<file path="src/rtl/up_adc_capture_seq.sv">
// Processor-clock sequencer for ADC capture DMA: ping-pong buffers with a 4-phase go/done handshake.
// Optional capture watchdog enabled by defining UP_ADC_SEQ_TIMEOUT_EN.
module up_adc_capture_seq #(
    parameter int unsigned ADDR_WIDTH = 32,
    parameter int unsigned LEN_WIDTH  = 32,
    parameter int unsigned CNT_WIDTH  = 16,
    parameter int unsigned TMO_WIDTH  = 24
) (
    input  logic                  up_clk,
    input  logic                  up_rstn,
    input  logic                  cfg_enable,
    input  logic                  cfg_continuous,
    input  logic [CNT_WIDTH-1:0]  cfg_num_captures,
    input  logic [ADDR_WIDTH-1:0] cfg_addr_0,
    input  logic [ADDR_WIDTH-1:0] cfg_addr_1,
    input  logic [LEN_WIDTH-1:0]  cfg_len,
    input  logic [TMO_WIDTH-1:0]  cfg_timeout,
    input  logic                  done_in,
    input  logic                  overflow_in,
    input  logic                  irq_ack,
    input  logic                  err_clr,
    output logic                  go,
    output logic [ADDR_WIDTH-1:0] wr_addr,
    output logic [LEN_WIDTH-1:0]  len,
    output logic                  buf_sel,
    output logic                  busy,
    output logic                  irq,
    output logic [CNT_WIDTH-1:0]  capture_count,
    output logic                  err_overflow,
    output logic                  err_timeout
);

    typedef enum logic [2:0] {
        S_IDLE  = 3'd0,
        S_ARM   = 3'd1,
        S_REQ   = 3'd2,
        S_ACK   = 3'd3,
        S_NEXT  = 3'd4,
        S_ERROR = 3'd5
    } state_t;

    state_t                state_q, state_d;
    logic                  en_prev_q;
    logic                  go_q, go_d;
    logic                  busy_q, busy_d;
    logic [ADDR_WIDTH-1:0] wr_addr_q, wr_addr_d;
    logic [LEN_WIDTH-1:0]  len_q, len_d;
    logic                  buf_sel_q, buf_sel_d;
    logic                  irq_q, irq_d;
    logic [CNT_WIDTH-1:0]  count_q, count_d;
    logic [CNT_WIDTH-1:0]  num_q, num_d;
    logic                  cont_q, cont_d;
    logic                  err_ovf_q, err_ovf_d;
    logic                  irq_set;
    logic                  ovf_set;
    logic                  tmo_set;

`ifdef UP_ADC_SEQ_TIMEOUT_EN
    logic [TMO_WIDTH-1:0]  wdog_q, wdog_d;
    logic [TMO_WIDTH-1:0]  wdog_inc;
    logic [TMO_WIDTH-1:0]  tmo_q, tmo_d;
    logic                  err_tmo_q, err_tmo_d;
`else
    logic                  unused_cfg_timeout;
    assign unused_cfg_timeout = ^cfg_timeout;
`endif

    // Next-state, datapath and flag update
    always_comb begin
        state_d   = state_q;
        wr_addr_d = wr_addr_q;
        len_d     = len_q;
        buf_sel_d = buf_sel_q;
        count_d   = count_q;
        num_d     = num_q;
        cont_d    = cont_q;
        irq_set   = 1'b0;
        ovf_set   = 1'b0;
        tmo_set   = 1'b0;
`ifdef UP_ADC_SEQ_TIMEOUT_EN
        wdog_d    = wdog_q;
        tmo_d     = tmo_q;
        wdog_inc  = (wdog_q == {TMO_WIDTH{1'b1}}) ? wdog_q : wdog_q + TMO_WIDTH'(1);
`endif

        unique case (state_q)
            S_IDLE: begin
                if (cfg_enable && !en_prev_q) begin
                    state_d   = S_ARM;
                    count_d   = '0;
                    buf_sel_d = 1'b0;
                end
            end
            S_ARM: begin
                wr_addr_d = buf_sel_q ? cfg_addr_1 : cfg_addr_0;
                len_d     = cfg_len;
                cont_d    = cfg_continuous;
                num_d     = (cfg_num_captures == '0) ? CNT_WIDTH'(1) : cfg_num_captures;
`ifdef UP_ADC_SEQ_TIMEOUT_EN
                tmo_d     = cfg_timeout;
                wdog_d    = '0;
`endif
                state_d   = cfg_enable ? S_REQ : S_IDLE;
            end
            S_REQ: begin
                if (done_in) begin
                    state_d = S_ACK;
                end
            end
            S_ACK: begin
                if (!done_in) begin
                    state_d = S_NEXT;
                end
            end
            S_NEXT: begin
                count_d   = count_q + CNT_WIDTH'(1);
                irq_set   = 1'b1;
                buf_sel_d = ~buf_sel_q;
                if (!cfg_enable) begin
                    state_d = S_IDLE;
                end else if (cont_q) begin
                    state_d = S_ARM;
                end else if (count_d >= num_q) begin
                    state_d = S_IDLE;
                end else begin
                    state_d = S_ARM;
                end
            end
            S_ERROR: begin
                if (err_clr) begin
                    state_d = S_IDLE;
                end
            end
            default: state_d = S_IDLE;
        endcase

`ifdef UP_ADC_SEQ_TIMEOUT_EN
        // Watchdog value counts the current cycle, so ERROR lands exactly cfg_timeout cycles after REQ entry
        if (state_q == S_REQ || state_q == S_ACK) begin
            wdog_d = wdog_inc;
            if (tmo_q != '0 && wdog_inc == tmo_q) begin
                tmo_set = 1'b1;
                state_d = S_ERROR;
            end
        end
`endif

        // Overflow aborts the capture: no count, no irq, no buffer toggle
        if (state_q != S_IDLE && state_q != S_ERROR && overflow_in) begin
            ovf_set   = 1'b1;
            state_d   = S_ERROR;
            irq_set   = 1'b0;
            count_d   = count_q;
            buf_sel_d = buf_sel_q;
        end

        irq_d     = irq_set ? 1'b1 : (irq_ack ? 1'b0 : irq_q);
        err_ovf_d = ovf_set ? 1'b1 : (err_clr ? 1'b0 : err_ovf_q);
`ifdef UP_ADC_SEQ_TIMEOUT_EN
        err_tmo_d = tmo_set ? 1'b1 : (err_clr ? 1'b0 : err_tmo_q);
`endif
        go_d      = (state_d == S_REQ);
        busy_d    = (state_d != S_IDLE);
    end

    always_ff @(posedge up_clk or negedge up_rstn) begin
        if (!up_rstn) begin
            state_q   <= S_IDLE;
            en_prev_q <= 1'b1;
            go_q      <= 1'b0;
            busy_q    <= 1'b0;
            wr_addr_q <= '0;
            len_q     <= '0;
            buf_sel_q <= 1'b0;
            irq_q     <= 1'b0;
            count_q   <= '0;
            num_q     <= CNT_WIDTH'(1);
            cont_q    <= 1'b0;
            err_ovf_q <= 1'b0;
        end else begin
            state_q   <= state_d;
            en_prev_q <= cfg_enable;
            go_q      <= go_d;
            busy_q    <= busy_d;
            wr_addr_q <= wr_addr_d;
            len_q     <= len_d;
            buf_sel_q <= buf_sel_d;
            irq_q     <= irq_d;
            count_q   <= count_d;
            num_q     <= num_d;
            cont_q    <= cont_d;
            err_ovf_q <= err_ovf_d;
        end
    end

`ifdef UP_ADC_SEQ_TIMEOUT_EN
    always_ff @(posedge up_clk or negedge up_rstn) begin
        if (!up_rstn) begin
            wdog_q    <= '0;
            tmo_q     <= '0;
            err_tmo_q <= 1'b0;
        end else begin
            wdog_q    <= wdog_d;
            tmo_q     <= tmo_d;
            err_tmo_q <= err_tmo_d;
        end
    end
    assign err_timeout = err_tmo_q;
`else
    assign err_timeout = 1'b0;
`endif

    assign go            = go_q;
    assign wr_addr       = wr_addr_q;
    assign len           = len_q;
    assign buf_sel       = buf_sel_q;
    assign busy          = busy_q;
    assign irq           = irq_q;
    assign capture_count = count_q;
    assign err_overflow  = err_ovf_q;

endmodule

</file>
<file path="config.mk">
export PLATFORM = sky130hd
export DESIGN_NAME = up_adc_capture_seq
export DESIGN_NICKNAME = d
export VERILOG_FILES = /design/src/rtl/up_adc_capture_seq.sv
export SDC_FILE = /design/constraint.sdc
export NUM_CORES = 1
export LEC_CHECK = 0
export BUFFER_PORTS_ARGS = -buffer_cell sky130_fd_sc_hd__buf_2
export CAP_MARGIN = 5
export CORE_MARGIN = 1
export CORE_UTILIZATION = 50
export DETAILED_ROUTE_END_ITERATION = 8
export GPL_TIMING_DRIVEN = 0
export PLACE_DENSITY = 0.86
export SYNTH_ARGS = -nofsm -noshare
export SYNTH_HDL_FRONTEND = slang
export SYNTH_SLANG_ARGS = --single-unit
</file>
<file path="constraint.sdc">
create_clock -name up_clk -period 6.1 [get_ports up_clk]
set_clock_uncertainty 0.2 [all_clocks]
set_input_delay 0 -clock up_clk [delete_from_list [all_inputs] [get_ports up_clk]]
set_output_delay 0 -clock up_clk [all_outputs]
set_load 0.01 [all_outputs]
</file>
==> results.ini <==
[outcome]
outcome = finished, final reports clean

[power]
p_per_area_nw_per_um2 = 416
ir_worst_vdd_mv = 0.298
p_total_mw = 3.24
p_leak_nw = 3.75

[place]
numPortBuffers = 203
place.gp.congestion = 0.872
dpl.hpwl_mm = 10.5
dp_cells = 826

[worst_setup_path]
ff2ff_setup_slack_ns = 2.95
cpMaxStageDelayCell = dfrtp_1
worstPathRequired_ns = 6.20
cp-start-kind = flip-flop
worstSetupEndpointType = flip-flop
cp_max_fo = 7
crit_buf_inv = 0
critPathKind = reg -> reg
crit_path_max_incr_delay_ns = 0.50
critPathTopFamily = simple AND/OR/NAND/NOR gates
worstPathCellList = ha_1 > nand2_1 > nor3b_2 > nand3_1 > xnor2_1 > ha_1 > a41o_1 > nor3_1 > o211ai_1 > nand3_1
cp_data_arrival_time_ns = 3.25

[synthesis]
seq_area_frac_synth_pct = 52.0
synth_area_um2 = 5110
ys.flop_type = dfrtp_1
synth_nets = 650
synthCells = 489
ys_types = 43
avgSynthCellArea_um2 = 10.4
async_reset_ff_share_pct = 100
synth_enable_flop_cells = 0
yosys_warnings = 0
ys_ff_latch = 106

[final_layout]
ff_latch_area_um2 = 2660
final_common_cell = buf_2
syn_to_final_growth_pct = 52.3
fill_cells = 611
drive_gt1_share_pct = 33.5
stdcell_count = 965
n_antenna_cell = 0
multiInputGateArea_um2 = 2240
final_cell_mix = buf_2, dlygate4sd3_1, dfrtp_1
final_nets = 988

[drt]
wire_per_inst_um = 17.8
viasPerCell = 5.42
vias = 5229
dr.first_iter.drc_count = 252
wirelength_mm = 17.2
first_pass_iters = 5
final_antenna_net_count = 0
drc = 0

[job]
maxCapViolCount = 0

[grt]
track_usage_pct = 33.1
grt_max_degree = 65
grt_overflow = 0
grt_pass1_vias = 5551
grt_pass1_wl_mm = 26.4
antenna_found_initial = 0

[timing]
worstMarginPinSlew_ns = 0.859
fmax_mhz = 318
relSlewSlack_pct = 42.7
finalHoldViolCount = 0
fin_crit_ns = 3.15
tns_ns = 0
holdWs_ns = 0.110
finalSetupViolCount = 0
rsz0062_at_grt = no
finalMaxSlewViolations = 0
period_share_pct = 51.6

[floorplan]
start_util_pct = 52.0
dieArea_um2 = 10600
num_rows = 36
die_y_um = 103
dieWidth_um = 103
coreArea_um2 = 9820
ios = 230

[clock_tree]
htree_levels = 3
cts_hold_buf = 123
clk-insertion-delay-late_ns = 0.37
clockBufferDepth = 2
ctsRootBufferMaster = clkbuf_8
cts_setup_buffers = 0
cts.sinks = 106
cts_resized = 0
clk_pin_slew_worst_paths_ns = 0.09
tritoncts = yes
cts-buffers-inserted = 9

[hold_path]
min_path_type = in -> reg

[flip-flops by register name, indices dropped and copies added (netlist names)]
| signal | count |
|---|---|
| wr_addr | 32 |
| capture_count | 16 |
| num_q | 16 |
| err_overflow | 1 |
| en_prev_q | 1 |
| cont_q | 1 |
| irq | 1 |
| busy | 1 |
| go | 1 |
| state_q | 3 |
| buf_sel | 1 |
| len | 32 |
[cell usage after synthesis, types with 7 or more instances]
cell type,count,share of area [%]
mux2_2,33,7.3
mux2i_1,32,6.3
nor3_1,7,0.69
buf_2,16,1.6
nand2_1,39,2.9
ha_1,17,4.2
dfrtp_1,104,51
nor2_1,48,3.5
nand3_1,12,1.2
a21oi_1,42,4.1
xnor2_1,9,1.5
o21ai_0,44,4.3
inv_1,20,1.5
clkbuf_1,7,0.51
[per-stage QoR]
step | worst slack (ns) | instance area [um2] | utilization, %
floorplan | 3.48 | 5110 | -
global placement | 3.16 | 6290 | 64.1
detailed placement | 3.08 | 6320 | 64.4
CTS | 3.05 | 7780 | 79.2
global route | 2.78 | 7780 | 79.2
finish | 2.95 | 7780 | 79.2
[path summary, 6_finish.rpt]
kind / from / end / depth (start not counted)
max: capture_count[0] / busy / 10
min: cfg_enable / en_prev_q / 2
max reg2reg: capture_count[0] / busy / 10
min reg2reg: len[29] / len[29] / 1
max in group asynchronous: up_rstn / num_q[0] / 4
min in group asynchronous: up_rstn / len[15] / 4
[cells by family after synthesis]
group	synth area share, %
flops	52.0
mux	13.5
fa+ha+maj	4.16
other cells	0.0734
buf+inv	4.14
simple gates	11.6
xor+xnor	2.57
compound gates	11.9
[routing by layer]
| layer | vias to the layer above | track usage [%] | wire [um] |
|---|---|---|---|
| met4 | 0 | 18.5 | 639 |
| li1 | 2381 | - | - |
| met5 | - | 0 | 0 |
| met1 | 2527 | 37.4 | 6580 |
| met2 | 255 | 59.6 | 9050 |
| met3 | 66 | 5.42 | 934 |
[worst register-to-register path, stage by stage (launching register included)]
cell and delay (ns):
dfrtp_1 0.50, ha_1 0.31, nand2_1 0.11, nor3b_2 0.50, nand3_1 0.24, xnor2_1 0.18, ha_1 0.31, a41o_1 0.22
nor3_1 0.20, o211ai_1 0.19, nand3_1 0.12
[report_power, final]
group / leakage, nW / switching [mW] / internal [mW]
registers: 1.26 / 0.171 / 1.01
logic: 2.38 / 0.862 / 0.709
clock network: 0.109 / 0.248 / 0.242
total: 3.75 / 1.28 / 1.96
[layout make-up]
cell class / instances / share of cell area [%]
Tap cell: 133 / 2.14
Multi-Input combinational cell: 333 / 28.8
Timing Repair Buffer: 327 / 29.4
Inverter: 20 / 0.965
Clock inverter: 5 / 0.997
Buffer: 30 / 1.75
Sequential cell: 106 / 34.1
Clock buffer: 11 / 1.82
(Power assumes the default switching activity.)
